## config.mk

```make
export PLATFORM = sky130hd
export DESIGN_NAME = traffic_req_conditioner
export DESIGN_NICKNAME = d
export VERILOG_FILES = /design/src/rtl/traffic_req_conditioner.sv
export SDC_FILE = /design/constraint.sdc
export NUM_CORES = 1
export LEC_CHECK = 0
export CAP_MARGIN = 10
export CELL_PAD_IN_SITES_DETAIL_PLACEMENT = 0
export CELL_PAD_IN_SITES_GLOBAL_PLACEMENT = 1
export CORE_ASPECT_RATIO = 0.6
export CORE_MARGIN = 8
export CORE_UTILIZATION = 56
export CTS_BUF_LIST = sky130_fd_sc_hd__clkbuf_2 sky130_fd_sc_hd__clkbuf_4 sky130_fd_sc_hd__clkbuf_8
export CTS_CLUSTER_DIAMETER = 100
export CTS_CLUSTER_SIZE = 28
export DETAILED_ROUTE_END_ITERATION = 8
export DONT_BUFFER_PORTS = 1
export PLACE_DENSITY = 0.87
export SLEW_MARGIN = 0
export SYNTH_ARGS = -nofsm -noshare
export SYNTH_HDL_FRONTEND = slang
export SYNTH_SLANG_ARGS = --single-unit
```

## constraint.sdc

```tcl
create_clock -name clk -period 4.1 [get_ports clk]
set_clock_uncertainty 0.05 [all_clocks]
set_input_delay 0.82 -clock clk [delete_from_list [all_inputs] [get_ports clk]]
set_output_delay 0.82 -clock clk [all_outputs]
set_load 0.02 [all_outputs]
```

## src/rtl/traffic_req_conditioner.sv

```systemverilog
// Conditions the NS pedestrian button and EW vehicle loop for the traffic light controller:
// synchronize, debounce, latch and age requests until served, and generate the phase tick.
module traffic_req_conditioner #(
  parameter int CLK_HZ    = 2080000,
  parameter int TICK_HZ   = 1,
  parameter int DB_CYCLES = 20800,
  parameter int AGE_W     = 8
) (
  input  logic             clk,
  input  logic             reset,
  input  logic             btn_ns_n,
  input  logic             btn_ew_n,
  input  logic [1:0]       ns_light,
  input  logic [1:0]       ew_light,
  output logic             tick,
  output logic             req_ns,
  output logic             req_ew,
  output logic [AGE_W-1:0] age_ns,
  output logic [AGE_W-1:0] age_ew
);

  localparam int DIV = CLK_HZ / TICK_HZ;
  localparam int PW  = (DIV > 1) ? $clog2(DIV) : 1;
  localparam int DBW = $clog2(DB_CYCLES + 1);
  localparam logic [1:0]       GREEN   = 2'b01;
  localparam logic [AGE_W-1:0] AGE_MAX = '1;

  typedef enum logic {IDLE, PENDING} req_state_t;

  logic [PW-1:0]    pre_cnt;
  logic [1:0]       btn_raw;
  logic [1:0]       sync1;
  logic [1:0]       sync2;
  logic [1:0]       db_val;
  logic [1:0]       db_prev;
  logic [1:0]       press;
  logic [DBW-1:0]   db_cnt     [2];
  logic [1:0]       light      [2];
  req_state_t       state      [2];
  req_state_t       state_next [2];
  logic [AGE_W-1:0] age        [2];

  // Index 0 is the NS direction, index 1 is EW.
  assign btn_raw  = {btn_ew_n, btn_ns_n};
  assign light[0] = ns_light;
  assign light[1] = ew_light;

  always_ff @(posedge clk or negedge reset) begin
    if (!reset) begin
      pre_cnt <= '0;
    end else if (pre_cnt == PW'(DIV - 1)) begin
      pre_cnt <= '0;
    end else begin
      pre_cnt <= pre_cnt + PW'(1);
    end
  end

  assign tick = (pre_cnt == PW'(DIV - 1));

  always_ff @(posedge clk or negedge reset) begin
    if (!reset) begin
      sync1 <= 2'b11;
      sync2 <= 2'b11;
    end else begin
      sync1 <= btn_raw;
      sync2 <= sync1;
    end
  end

  // The counter holds at DB_CYCLES for one cycle before the flip, which gives the
  // one-cycle debounce-to-latch stage in the overall press latency.
  always_ff @(posedge clk or negedge reset) begin
    if (!reset) begin
      db_val  <= 2'b11;
      db_prev <= 2'b11;
      for (int i = 0; i < 2; i++) db_cnt[i] <= '0;
    end else begin
      db_prev <= db_val;
      for (int i = 0; i < 2; i++) begin
        if (sync2[i] == db_val[i]) begin
          db_cnt[i] <= '0;
        end else if (db_cnt[i] == DBW'(DB_CYCLES)) begin
          db_val[i] <= ~db_val[i];
          db_cnt[i] <= '0;
        end else begin
          db_cnt[i] <= db_cnt[i] + DBW'(1);
        end
      end
    end
  end

  assign press = db_prev & ~db_val;

  always_ff @(posedge clk or negedge reset) begin
    if (!reset) begin
      for (int i = 0; i < 2; i++) state[i] <= IDLE;
    end else begin
      for (int i = 0; i < 2; i++) state[i] <= state_next[i];
    end
  end

  always_comb begin
    state_next = state;
    for (int i = 0; i < 2; i++) begin
      case (state[i])
        IDLE:    if (press[i] && light[i] != GREEN) state_next[i] = PENDING;
        PENDING: if (light[i] == GREEN) state_next[i] = IDLE;
        default: state_next[i] = IDLE;
      endcase
    end
  end

  // Ticks only count once the request was already pending before this edge.
  always_ff @(posedge clk or negedge reset) begin
    if (!reset) begin
      for (int i = 0; i < 2; i++) age[i] <= '0;
    end else begin
      for (int i = 0; i < 2; i++) begin
        if (state_next[i] == IDLE) begin
          age[i] <= '0;
        end else if (state[i] == PENDING && tick && age[i] != AGE_MAX) begin
          age[i] <= age[i] + AGE_W'(1);
        end
      end
    end
  end

  assign req_ns = (state[0] == PENDING);
  assign req_ew = (state[1] == PENDING);
  assign age_ns = age[0];
  assign age_ew = age[1];

endmodule

```

==> results.txt <==
Measured along the x axis, the die boundary spans between 100 and 150 um. The number of ports placed on the die boundary is 27. The total DRC errors in the routed layout came out at 0. The number of global-route vias before repair is 2422. The total inserted antenna cells came out at 0. The cell total after placement came out at 436. The minimum clock period came out at just under 3 ns. The count of cell types in the netlist is 41. The global-route wire length before repair is 12080 um.

At the pin with the least slew margin, the transition time is 0.8471 ns. STA puts the critical path data arrival time at 2.08 ns. The count of standard-cell rows came out at 22.

The min-delay analysis places its worst path in the category input pin to async pin. The routed wire length per instance is 16.00 um. The number of port buffers is 0. The number of nets in the synthesized netlist came out at 371. The final-layout setup total negative slack came out at 0 ns.

The TritonCTS buffer count came out at 9. The tool flagged a number of max-cap violations equal to 0. The final cycle utilization of the critical path is 71.93%.

The H-tree depth is 3. STA classifies the critical path endpoint as an output port. The worst-case vdd ir drop came out at 0.0001920 V.

The total of endpoints with negative setup slack in the final report is 0. The final-report hold violation count is 0. The total power density per cell area is 349.8 nW/um2. The initial antenna violation count came to 0. The total global-route track usage came out at 15.83%. The slowest stage of the critical path belongs to the cell sky130_fd_sc_hd__or4b_4.

The finished layout holds around 450 standard cells, fillers aside. In this run the static leakage power is roughly 1.8 nW. In the synthesized netlist the dominant register cell turns out to be sky130_fd_sc_hd__dfrtp_1. The share of layout cells above drive strength 1 is 8.424%. For the worst setup path, the data required time is 3.23 ns. In this run the worst path has a maximum fanout of 16.

The congestion estimate from routability-driven global placement came to 0.7680. Global routing used 23.23% of the available met1 tracks. Once the clock tree was built, the setup fixing pass inserted 0 buffers. STA classifies the critical path startpoint as a register. The clock transition at the register clock pins on the worst setup and hold paths after CTS came out at roughly 0.080 ns. The number of nets with antenna violations after routing came out at 0.

The die covers roughly 9500 um2. The area added between synthesis and finish is 8.115%. Measured against its own limit, the worst slew margin works out to 43.01%. At the later pin of the worst-skew pair, clock insertion delay measures 0.34 ns. The layout net count came out at roughly 380. The largest total area in the synthesized netlist belongs to sky130_fd_sc_hd__dfrtp_1. The post-cts sizing count came out at 0. The buffer levels on the longest clock path is 2. The area of the mapped netlist is 3670 um2. The number of iterations in the first detailed-routing pass came out at 4. The post-route standard cell area excluding fillers is 3968 um2.

The share of the synthesized area in the top cell type came out at between 40 and 50%. The delay of the slowest cell on the worst path is 0.57 ns. The cell occurring most often along the worst timing path is sky130_fd_sc_hd__buf_4. The cell area reported after detailed placement came out at about 3800 um2. The number of vias after detailed routing came out at around 2600.

After global routing, the most crowded layer is met1. The number of vias per cell after detailed routing came out at 5.675. Setup repair after global routing left no endpoint under its margin. The cell with the most instances after synthesis is sky130_fd_sc_hd__dfrtp_1. The cts-stage hold buffer count is 0. The met2 layer usage reported by global route is 21.15%. The global-route met3 utilization is under 10%. The number of synthesized flops with an enable pin is 0.

The die height came out at 78.71 um. The post-route total power came out at between 1 and 1.5 mW. The starting density of the core is 58.99%. Clock tree synthesis found a total of 77 sinks. Entering global routing, the biggest net connects 78 pins.

The final count of pins violating max slew is 0. The placed wire-length estimate came out at 5118 um. The core area is 6221 um2. After global routing the overflow that remains totals 0. The worst setup path is of the register to output port kind. The number of synthesized register bits came out at slightly below 80. The first-iteration detailed-routing DRC count is ~170. The critical path goes through or4b_4 -> nor4_4 -> buf_4 -> and2b_1 -> buf_4. The worst slack on hold paths is 0.1148 ns. The proportion of synthesized chip area in sequential cells is 52.78%. The mean cell area of the mapped netlist is 10.31 um2. The flow ran to the end, and the final reports show no timing, DRC or antenna violations.

The cell family contributing the most delay on the critical path is simple AND/OR/NAND/NOR gates. By area the synthesized netlist is led by sky130_fd_sc_hd__dfrtp_1 (47%), sky130_fd_sc_hd__xor2_1 (7.2%), sky130_fd_sc_hd__dfstp_2 (5.7%). The instance count of the mapped netlist is 356. TritonCTS built the clock tree.

The wire length reported by the detailed router came out at 7234 um. After synthesis, the most frequently instantiated cells are sky130_fd_sc_hd__dfrtp_1 (69), sky130_fd_sc_hd__nor2_1 (55), sky130_fd_sc_hd__xor2_1 (30). The number of warning messages in the yosys log came out at 0. The top achievable clock speed came out at 0.3391 GHz. The tree is rooted in a sky130_fd_sc_hd__clkbuf_8. The combined buffer and inverter count along the critical path is 2. The share of synthesized flip-flops with an asynchronous set or reset is 100.0%.
-- layout by cell type (no fill, tap or decap), drive strengths merged, types with 4 or more instances in the layout --
master / n
nor2: 55
inv: 12
nand2: 26
nand4: 16
dfrtp: 69
dfstp: 8
ha: 7
xnor2: 21
and3: 14
a21oi: 4
o211ai: 4
or4: 4
nor4: 6
o21ai: 4
clkbuf: 11
nor3: 7
nand3: 25
and4: 8
xor2: 30
-- report_power, final --
group,switching [mW],total [mW],internal [mW],leakage [nW]
clock network,0.280,0.594,0.314,0.102
registers,0.00625,0.774,0.767,1.03
logic,0.0118,0.0198,0.00795,0.662
total,0.298,1.39,1.09,1.79
-- cell families (layout without fill, tap and decap cells) --
group	Yosys count	after routing	share of synthesized area [%]
fa+ha+maj	7	7	2.387
flops	77	77	52.78
buf+inv	18	30	2.114
compound gates	20	20	3.478
simple gates	181	181	26.46
xor+xnor	51	51	12.17
mux	2	2	0.6137
-- through the flow --
stage	util, %	setup WS (ns)
after floorplan	-	1.501
after global placement	60.40	1.554
after detailed placement	60.40	1.526
after CTS	63.78	1.149
after global routing	63.78	1.042
final	63.78	1.151
-- layer usage --
layer,routed length [um],vias to the layer above
met5,0,-
met4,40,0
met3,507,4
met2,2871,56
met1,3816,1253
li1,-,1252
-- state kept, by name, summed over array words and instances, names as in the netlist --
register  cells
db_cnt       30
age_ew        8
req_ns        1
pre_cnt      21
db_val        2
db_prev       2
sync1         2
age_ns        8
sync2         2
req_ew        1
-- worst paths after layout --
path / start / endpoint / slack (ns) / depth (start not counted)
max reg2reg: age_ew[0] / age_ew[6] / 1.73 / 6
max in group asynchronous: reset / db_prev[0] / 3.69 / 0
min: reset / db_cnt[14] / 0.11 / 0
min in group clk: sync1[0] / sync2[0] / 0.31 / 0
max: pre_cnt[14] / tick / 1.15 / 5
min reg2reg: sync1[0] / sync2[0] / 0.31 / 0
-- cell type report --
type,count,area [um2]
Fill cell,523,2253
Sequential cell,77,1937
Multi-Input combinational cell,261,1655
Clock buffer,11,151.4
Tap cell,84,105.1
Clock inverter,5,58.81
Inverter,12,45.04
Timing Repair Buffer,2,15.01
Power figures use the tool's default switching activity.
